$ cat config.mk
export PLATFORM = sky130hd
export DESIGN_NAME = d_branch_resolver_flat
export DESIGN_NICKNAME = d
export VERILOG_FILES = /design/src/rtl/d_branch_resolver_if.sv /design/src/rtl/d_branch_resolver.sv /design/src/flat_wrapper.sv
export SDC_FILE = /design/constraint.sdc
export NUM_CORES = 1
export LEC_CHECK = 0
export CAP_MARGIN = 20
export CELL_PAD_IN_SITES_DETAIL_PLACEMENT = 0
export CELL_PAD_IN_SITES_GLOBAL_PLACEMENT = 1
export CORE_MARGIN = 2
export CORE_UTILIZATION = 33
export CTS_BUF_LIST = sky130_fd_sc_hd__clkbuf_2
export DETAILED_ROUTE_END_ITERATION = 8
export PLACE_DENSITY_LB_ADDON = 0.1
export RECOVER_POWER = 25
export SYNTH_ARGS = -nofsm -noshare
export SYNTH_HDL_FRONTEND = slang
export SYNTH_SLANG_ARGS = --single-unit
$ cat constraint.sdc
create_clock -name clk -period 2.9 [get_ports clk]
set_input_delay 0.58 -clock clk [delete_from_list [all_inputs] [get_ports clk]]
set_output_delay 0.58 -clock clk [all_outputs]
set_load 0.02 [all_outputs]
$ cat src/rtl/d_branch_resolver_if.sv
// rtl/d_branch_resolver_if.sv - D-stage branch resolver signal bundle
// Purpose: groups the D-stage operand/control inputs and the resolution and
//          statistics outputs of d_branch_resolver into one interface.
// Ports (signals):
//   valid_d, stall, br_op, a_d, b_d, pc_d          : driven by the D stage (master)
//   taken, pred_taken, mispredict, mispredict_q,
//   branch_cnt, mispred_cnt                       : driven by the resolver (slave)
interface d_branch_resolver_if #(
   parameter int WIDTH = 32,
   parameter int PC_W  = 32,
   parameter int CNT_W = 32
);
   logic             valid_d;
   logic             stall;
   logic [2:0]       br_op;
   logic [WIDTH-1:0] a_d;
   logic [WIDTH-1:0] b_d;
   logic [PC_W-1:0]  pc_d;
   logic             taken;
   logic             pred_taken;
   logic             mispredict;
   logic             mispredict_q;
   logic [CNT_W-1:0] branch_cnt;
   logic [CNT_W-1:0] mispred_cnt;

   modport master (
      output valid_d, stall, br_op, a_d, b_d, pc_d,
      input  taken, pred_taken, mispredict, mispredict_q, branch_cnt, mispred_cnt
   );

   modport slave (
      input  valid_d, stall, br_op, a_d, b_d, pc_d,
      output taken, pred_taken, mispredict, mispredict_q, branch_cnt, mispred_cnt
   );
endinterface

$ cat src/rtl/d_branch_resolver.sv
// rtl/d_branch_resolver.sv - D-stage branch resolution with 2-bit predictor table
// Purpose: evaluates beq/bne/blez/bgtz/bltz/bgez on forwarded D-stage operands,
//          looks up a PC-indexed table of 2-bit saturating predictors, flags
//          mispredictions and keeps retired-branch / mispredict counters.
// Ports:
//   clk    : system clock, rising edge
//   reset  : asynchronous reset, active-low
//   bus    : d_branch_resolver_if slave modport
//            in  valid_d, stall, br_op[2:0], a_d, b_d, pc_d
//            out taken, pred_taken, mispredict (combinational)
//            out mispredict_q, branch_cnt, mispred_cnt (registered)
module d_branch_resolver #(
   parameter int WIDTH = 32,
   parameter int PC_W  = 32,
   parameter int IDX_W = 4,
   parameter int CNT_W = 32
) (
   input  logic                  clk,
   input  logic                  reset,
   d_branch_resolver_if.slave    bus
);
   localparam int DEPTH = 2 ** IDX_W;

   localparam logic [2:0] OP_BEQ  = 3'd1;
   localparam logic [2:0] OP_BNE  = 3'd2;
   localparam logic [2:0] OP_BLEZ = 3'd3;
   localparam logic [2:0] OP_BGTZ = 3'd4;
   localparam logic [2:0] OP_BLTZ = 3'd5;
   localparam logic [2:0] OP_BGEZ = 3'd6;

   logic [1:0]       pred_table [DEPTH];
   logic             mispredict_r;
   logic [CNT_W-1:0] branch_cnt_r;
   logic [CNT_W-1:0] mispred_cnt_r;

   logic             live;
   logic             retire;
   logic             cond;
   logic             a_neg;
   logic             a_zero;
   logic [IDX_W-1:0] index;
   logic [1:0]       ctr;
   logic             taken_c;
   logic             pred_c;
   logic             mispredict_c;

   // Ops 0 and 7 are not branches.
   assign live   = bus.valid_d && (bus.br_op != 3'd0) && (bus.br_op != 3'd7);
   assign retire = live && !bus.stall;

   assign a_neg  = bus.a_d[WIDTH-1];
   assign a_zero = (bus.a_d == '0);

   always_comb begin
      cond = 1'b0;
      case (bus.br_op)
         OP_BEQ:  cond = (bus.a_d == bus.b_d);
         OP_BNE:  cond = (bus.a_d != bus.b_d);
         OP_BLEZ: cond = a_neg || a_zero;
         OP_BGTZ: cond = !a_neg && !a_zero;
         OP_BLTZ: cond = a_neg;
         OP_BGEZ: cond = !a_neg;
         default: cond = 1'b0;
      endcase
   end

   // Word-aligned PC: the two LSBs carry no information.
   assign index        = bus.pc_d[IDX_W+1:2];
   assign ctr          = pred_table[index];
   assign taken_c      = live && cond;
   assign pred_c       = live && ctr[1];
   assign mispredict_c = live && (pred_c != taken_c);

   // Table update; the comb read above sees the pre-edge value.
   always_ff @(posedge clk or negedge reset) begin
      if (!reset) begin
         for (int i = 0; i < DEPTH; i++) begin
            pred_table[i] <= 2'b01;
         end
      end else if (retire) begin
         if (taken_c) begin
            if (ctr != 2'b11) pred_table[index] <= ctr + 2'b01;
         end else begin
            if (ctr != 2'b00) pred_table[index] <= ctr - 2'b01;
         end
      end
   end

   always_ff @(posedge clk or negedge reset) begin
      if (!reset) begin
         mispredict_r  <= 1'b0;
         branch_cnt_r  <= '0;
         mispred_cnt_r <= '0;
      end else begin
         mispredict_r <= retire && mispredict_c;
         if (retire) begin
            branch_cnt_r <= branch_cnt_r + 1'b1;
            if (mispredict_c) mispred_cnt_r <= mispred_cnt_r + 1'b1;
         end
      end
   end

   assign bus.taken        = taken_c;
   assign bus.pred_taken   = pred_c;
   assign bus.mispredict   = mispredict_c;
   assign bus.mispredict_q = mispredict_r;
   assign bus.branch_cnt   = branch_cnt_r;
   assign bus.mispred_cnt  = mispred_cnt_r;
endmodule
$ cat src/flat_wrapper.sv
// flat-port wrapper written by rule: the top's interface ports become plain ports
module d_branch_resolver_flat 
#(
   parameter int WIDTH = 32,
   parameter int PC_W  = 32,
   parameter int IDX_W = 4,
   parameter int CNT_W = 32
)
  (clk, reset, bus_valid_d, bus_stall, bus_br_op, bus_a_d, bus_b_d, bus_pc_d, bus_taken, bus_pred_taken, bus_mispredict, bus_mispredict_q, bus_branch_cnt, bus_mispred_cnt);
  d_branch_resolver_if #(.WIDTH(WIDTH), .PC_W(PC_W), .CNT_W(CNT_W)) bus_i ();
  input  logic clk;
  input  logic reset;
  input wire logic [$bits(bus_i.valid_d)-1:0] bus_valid_d;
  input wire logic [$bits(bus_i.stall)-1:0] bus_stall;
  input wire logic [$bits(bus_i.br_op)-1:0] bus_br_op;
  input wire logic [$bits(bus_i.a_d)-1:0] bus_a_d;
  input wire logic [$bits(bus_i.b_d)-1:0] bus_b_d;
  input wire logic [$bits(bus_i.pc_d)-1:0] bus_pc_d;
  output wire logic [$bits(bus_i.taken)-1:0] bus_taken;
  output wire logic [$bits(bus_i.pred_taken)-1:0] bus_pred_taken;
  output wire logic [$bits(bus_i.mispredict)-1:0] bus_mispredict;
  output wire logic [$bits(bus_i.mispredict_q)-1:0] bus_mispredict_q;
  output wire logic [$bits(bus_i.branch_cnt)-1:0] bus_branch_cnt;
  output wire logic [$bits(bus_i.mispred_cnt)-1:0] bus_mispred_cnt;
  assign bus_i.valid_d = bus_valid_d;
  assign bus_i.stall = bus_stall;
  assign bus_i.br_op = bus_br_op;
  assign bus_i.a_d = bus_a_d;
  assign bus_i.b_d = bus_b_d;
  assign bus_i.pc_d = bus_pc_d;
  assign bus_taken = bus_i.taken;
  assign bus_pred_taken = bus_i.pred_taken;
  assign bus_mispredict = bus_i.mispredict;
  assign bus_mispredict_q = bus_i.mispredict_q;
  assign bus_branch_cnt = bus_i.branch_cnt;
  assign bus_mispred_cnt = bus_i.mispred_cnt;
  d_branch_resolver #(.WIDTH(WIDTH), .PC_W(PC_W), .IDX_W(IDX_W), .CNT_W(CNT_W)) u_core (.clk(clk), .reset(reset), .bus(bus_i));
endmodule
# Yosys cells after proc, flatten, opt, wreduce, memory -nomap -nowiden
# Index checks and enable logic that the tools add are counted.
# W data, S select, Z words.
[op_classes]
addsub = 4
magnitude_cmp = 2
eq_ne = 12
muxes = 11
bitwise = 1
n_reduce_logical = 19
[ops]
columns = ["operator", "n"]
rows = [
  ["$mux W32", 3],
  ["$add A32 B1 Y32 const B", 2],
  ["$bwmux W32", 2],
  ["$eq A32 B32 Y1", 1],
  ["$logic_not A32 Y1", 1],
  ["$ne A32 B32 Y1", 1],
  ["$eq A3 B3 Y1 const B", 3],
  ["$logic_and A1 B1 Y1", 9],
  ["$bmux W2 S4", 1],
  ["$demux W2 S4", 1],
  ["$eq A3 B2 Y1 const B", 2],
  ["$mux W2", 3],
  ["$pmux W1 S6", 1],
  ["$ge A5 B5 Y1 const B", 1],
  ["$lt A5 B1 Y1 const B", 1],
  ["$not A4 Y5", 1],
  ["$ne A2 B2 Y1 const B", 2],
  ["$reduce_bool A2 Y1", 2],
  ["$eq A3 B1 Y1 const B", 1],
  ["$logic_not A1 Y1", 3],
  ["$ne A3 B3 Y1 const B", 1],
  ["$reduce_and A3 Y1", 1],
  ["$reduce_bool A3 Y1", 1],
  ["$add A2 B1 Y2 const B", 1],
  ["4 further kinds", 4],
]
[word_totals]
reg_bits = 97
out_inout_bits = 68
elab_cells = 68

# Longest topological paths before layout
[logic_depth]
word_depth = 8
ltp_mapped = 14

# Least setup slack after synthesis
# OpenSTA, ideal clock, no wires.
[synth_timing]
path_kind = "input to register"
startpoint = "input bus_pc_d[2]"
endpoint = "register u_core.pred_table[23] (netlist name)"
t_arrival_ps = 3510
required_ps = 2773
setup_slack_ps = -737
path_stages = 13
path_buffers = 4
cell_sequence = "buf_2 > buf_2 > mux4_2 > mux2_2 > o21ai_1 > clkbuf_1 > ha_1 > a221oi_1 > a41o_1 > o211a_4 > buf_6 > nand3_2 > mux2_1"
[synth_via]
elab_chain_cells = 8
word_cells_on_any_way = 21
[synth_rtl]
columns = ["item", "line_no", "rtl"]
rows = [
  ["start, declared", "flat_wrapper.sv:18", "input wire logic [$bits(bus_i.pc_d)-1:0] bus_pc_d;"],
  ["$not A4 Y5 (not written as such) *", "d_branch_resolver.sv:69, d_branch_resolver.sv:82, d_branch_resolver.sv:84", ""],
  ["$bmux W2 S4, or another cell as far along", "d_branch_resolver.sv:69", "assign ctr = pred_table[index];"],
  ["$mux W2 (not written as such) or $logic_and A1 B1 Y1 (tied branches)", "d_branch_resolver.sv:69, d_branch_resolver.sv:82, d_branch_resolver.sv:84", ""],
  ["$mux W2, on equally long branches", "d_branch_resolver.sv:69, d_branch_resolver.sv:82, d_branch_resolver.sv:84", ""],
  ["$sub A2 B1 Y2, or another cell as far along", "d_branch_resolver.sv:84", "if (ctr != 2'b00) pred_table[index] <= ctr - 2'b01;"],
  ["$bwmux W32, on equally long branches", "d_branch_resolver.sv:84, d_branch_resolver.sv:82", ""],
  ["$mux W32, on equally long branches", "d_branch_resolver.sv:84, d_branch_resolver.sv:82", ""],
  ["$mux W32", "d_branch_resolver.sv:81", "if (taken_c) begin"],
  ["end signal, assigned by index", "d_branch_resolver.sv:82", "if (ctr != 2'b11) pred_table[index] <= ctr + 2'b01;"],
  ["end signal, assigned by index", "d_branch_resolver.sv:84", ""],
  ["end, declared", "d_branch_resolver.sv:31", "logic [1:0] pred_table [DEPTH];"],
]
# Mark *: on every way between the ends. The rest lies on a longest branch, timed or not. The select of a mux whose other input is x is not followed.
# A chain may end at the register's enable or synchronous reset.

# Final worst setup path
[layout_timing]
startpoint = "input bus_pc_d[3]"
endpoint = "output bus_mispredict"
[layout_via]
elab_chain_cells = 7
[layout_rtl]
columns = ["item", "line_no", "rtl"]
rows = [
  ["$not A4 Y5 (not written as such)", "d_branch_resolver.sv:69", ""],
  ["$bmux W2 S4", "d_branch_resolver.sv:69", ""],
  ["$mux W2 (not written as such) (2 in series)", "d_branch_resolver.sv:69", ""],
  ["$logic_and A1 B1 Y1", "d_branch_resolver.sv:71", "assign pred_c = live && ctr[1];"],
  ["$ne A1 B1 Y1", "d_branch_resolver.sv:72", "assign mispredict_c = live && (pred_c != taken_c);"],
  ["$logic_and A1 B1 Y1", "d_branch_resolver.sv:72", ""],
  ["end, declared", "flat_wrapper.sv:21", "output wire logic [$bits(bus_i.mispredict)-1:0] bus_mispredict;"],
]
# No other way between the ends. The select of a mux whose other input is x is not followed.

==> flow_summary.json <==
{
  "status": "finished, violations left",
  "violations": "negative setup slack",
  "period_share": 1.06,
  "finalHoldViolations": 0,
  "wirelength_mm": 13.8,
  "final_cell_mix": "dfrtp_1, xnor2_1, clkdlybuf4s50_1",
  "m1WireLength_mm": 6.12,
  "maxCapViolations": 0,
  "power_density_mw_per_mm2": 482,
  "ios": 171,
  "cp_slowest_cell": "mux4_2",
  "peakVddDrop_mv": 0.246,
  "place_congestion": 0.758,
  "grt_max_degree": 42,
  "ant_nets": 0,
  "die_y_microns": 129,
  "cts_tree": "built",
  "setup_slack_ns": -0.183,
  "path_cells": "clkdlybuf4s50_1 -> buf_4 -> mux4_2 -> mux4_2 -> xnor2_2 -> nor2b_4 -> buf_6",
  "swShare": 0.327,
  "min_period_ns": 3.08,
  "cp_slowest_stage_delay_ns": 0.53,
  "max_freq_ghz": 0.324,
  "via_per_inst": 4.84,
  "cp_data_required_time_ns": 2.32,
  "rr_startpoint": "u_core.pred_table[23]",
  "ys_warn_count": 0,
  "firstDrtPassIters": 4,
  "power_frac_seq": 0.462,
  "final_common_cell": "dfrtp_1",
  "crit_path_start_kind": "primary input",
  "wl_per_cell_microns": 16.2,
  "netlist_instances": 440,
  "p_total_uw": 3720,
  "yosysSeqAreaShare": 0.473,
  "area_growth_pct": 49.4,
  "drc_errors": 0,
  "whs_endpoint": "u_core.bus.branch_cnt[31]",
  "rsz0062_at_grt": "yes",
  "groute.usage.overall": 0.172,
  "clock_skew_ns": 0.0269,
  "rr_endpoint": "u_core.pred_table[9]",
  "drtIter0Drc": 256,
  "crit_cells": 7,
  "finalMaxSlewViolations": 0,
  "critical_path.top_delay_family": "multiplexers",
  "h-tree-depth": 3,
  "r2r_slack_ns": -0.06,
  "num_vias": 4135,
  "p_int_uw": 2500,
  "whs_path_depth": 1,
  "clock_latency_ns": 0.55,
  "cp.buffers_inverters": 3,
  "final-setup-viol-count": 12,
  "hold_path.startpoint": "u_core.bus.branch_cnt[31]",
  "rows": 45,
  "cp_common_cell": "mux4_2",
  "synthArstFlopShare": 1.00,
  "synth-edff-count": 0,
  "synth_seq_cells": 97,
  "path_clk_slew_ns": 0.26,
  "dp_hpwl_mm": 10.4,
  "syn-num-nets": 547,
  "hold_path.class": "reg2reg",
  "syn-cell-area_sq_mm": 0.00517,
  "switchingPower_uw": 1220,
  "power.leakage_uw": 0.00333,
  "antenna_found_initial": 1,
  "highest_layer": "met4",
  "slew_headroom": 0.289,
  "port_buffers": 142,
  "grt_pass1_vias": 4443,
  "combPwrFrac": 0.325,
  "die_w_microns": 129,
  "dieArea_sq_mm": 0.0167,
  "clk_path_buf_depth": 2,
  "avgSynthCellArea_sq_um": 11.7,
  "synth_cell_types": 47,
  "numClockSinks": 97,
  "ff2ff_path_depth": 10,
  "grt-ovfl-total": 0,
  "drive_above_1_share": 0.343,
  "finalNetCount": 744,
  "fin_cells": 854,
  "end_kind": "output port",
  "grt_pass1_wl_mm": 22.8,
  "cts_buffers": 9,
  "dp.cells": 830,
  "coreArea_sq_mm": 0.0153,
  "wl_met2_mm": 6.87,
  "route.met3.wl_microns": 768,
  "ys.flop_type": "dfrtp_1",
  "pwr-share-clk": 0.213,
  "start_util": 0.339,
  "crit_fanout": 4,
  "clockRootBuffer": "clkbuf_2",
  "crit_type": "in2out",
  "worstMarginPinSlew_ns": 1.07,
  "worst-endpoint-arrival_ns": 2.50
}
-- worst max-delay path by stage --
stage / slack (ns) / start / endpoint
3_5_place_dp: -1.06 / bus_a_d[21] / bus_mispredict
2_1_floorplan: -0.24 / bus_pc_d[2] / u_core.pred_table[23]
4_1_cts: -0.25 / u_core.pred_table[21] / bus_mispredict
3_3_place_gp: -1.05 / bus_a_d[14] / bus_mispredict
6_report: -0.18 / bus_pc_d[3] / bus_mispredict
5_1_grt: -0.34 / u_core.pred_table[21] / bus_mispredict
-- through the flow --
step | utilization | hold slack, ns | worst slack [ns] | cell area [sq um] | TNS [ns]
6_report | 0.506 | 0.488 | -0.183 | 7720 | -0.628
5_1_grt | 0.506 | 0.511 | -0.343 | 7720 | -2.62
4_1_cts | 0.498 | 0.489 | -0.251 | 7590 | -0.508
3_5_place_dp | 0.477 | 0.467 | -1.06 | 7280 | -48.46
3_3_place_gp | 0.477 | 0.455 | -1.05 | 7280 | -45.72
2_1_floorplan | - | 0.284 | -0.245 | 5330 | -6.52
-- metal layers --
layer  vias to the layer above  GRT usage
met1                      2040      0.223
met2                       116      0.297
li1                       1975          -
met4                         0     0.0403
met3                         4     0.0367
met5                         -          0
-- final cells by class --
| cell class | instances | area, sq um |
|---|---|---|
| flip-flops and latches | 97 | 2450 |
| fillers | 1418 | 7530 |
| inverters | 5 | 21.3 |
| repair buffers | 197 | 1740 |
| diodes | 1 | 2.50 |
| multi-input cells | 327 | 3100 |
| clock buffers | 9 | 45.0 |
| well taps | 211 | 264 |
| clock inverters | 7 | 103 |
-- synthesized netlist by cell type (2+ instances only) --
cell	instances	area share
and2_1	3	0.0036
and3_1	16	0.019
and4_1	5	0.0085
buf_2	3	0.0029
buf_4	3	0.0044
buf_6	2	0.0044
clkbuf_1	4	0.0029
dfrtp_1	81	0.39
dfstp_2	16	0.081
ha_1	4	0.0097
inv_1	5	0.0036
mux2_1	16	0.035
mux2_2	17	0.037
mux4_2	9	0.039
nand2_1	25	0.018
nand3_1	39	0.038
nand3_2	10	0.019
nand4_1	27	0.033
nor2_1	19	0.014
nor2_4	2	0.0044
nor2b_1	5	0.0061
nor3_1	2	0.0019
nor4_1	8	0.0097
nor4_2	2	0.0048
or3_4	2	0.0044
xnor2_1	86	0.15
xnor2_2	2	0.0063
xor2_1	8	0.014
-- power groups by stage --
stage / Sequential [uW] / Combinational (uW) / Clock, uW
3_5_place_dp: 1740 / 1100 / 0
3_3_place_gp: 1740 / 1080 / 0
5_1_grt: 1750 / 1300 / 875
4_1_cts: 1720 / 1200 / 819
6_report: 1720 / 1210 / 791
2_1_floorplan: 1770 / 569 / 0
-- cell families (layout without fill, tap and decap cells) --
family / Yosys count / in the layout / synth area share
other: 0 / 1 / 0
AND/OR/NAND/NOR: 173 / 173 / 0.202
flip-flops: 97 / 97 / 0.473
AO/OA/AOI/OAI: 9 / 10 / 0.0150
multiplexers: 44 / 44 / 0.116
XOR/XNOR: 96 / 96 / 0.166
adder cells (fa/ha/maj): 4 / 4 / 0.00968
buffers and inverters: 17 / 218 / 0.0182
-- repair_timing --
item	CTS	global route
hold endpoints to repair	32	0
endpoints found under the setup margin	35	38
hold buffers	1	0
setup buffers	9	0
gates cloned	1	0
gates resized for setup	252	38
pin swaps	57	20
Power figures use the tool's default switching activity.
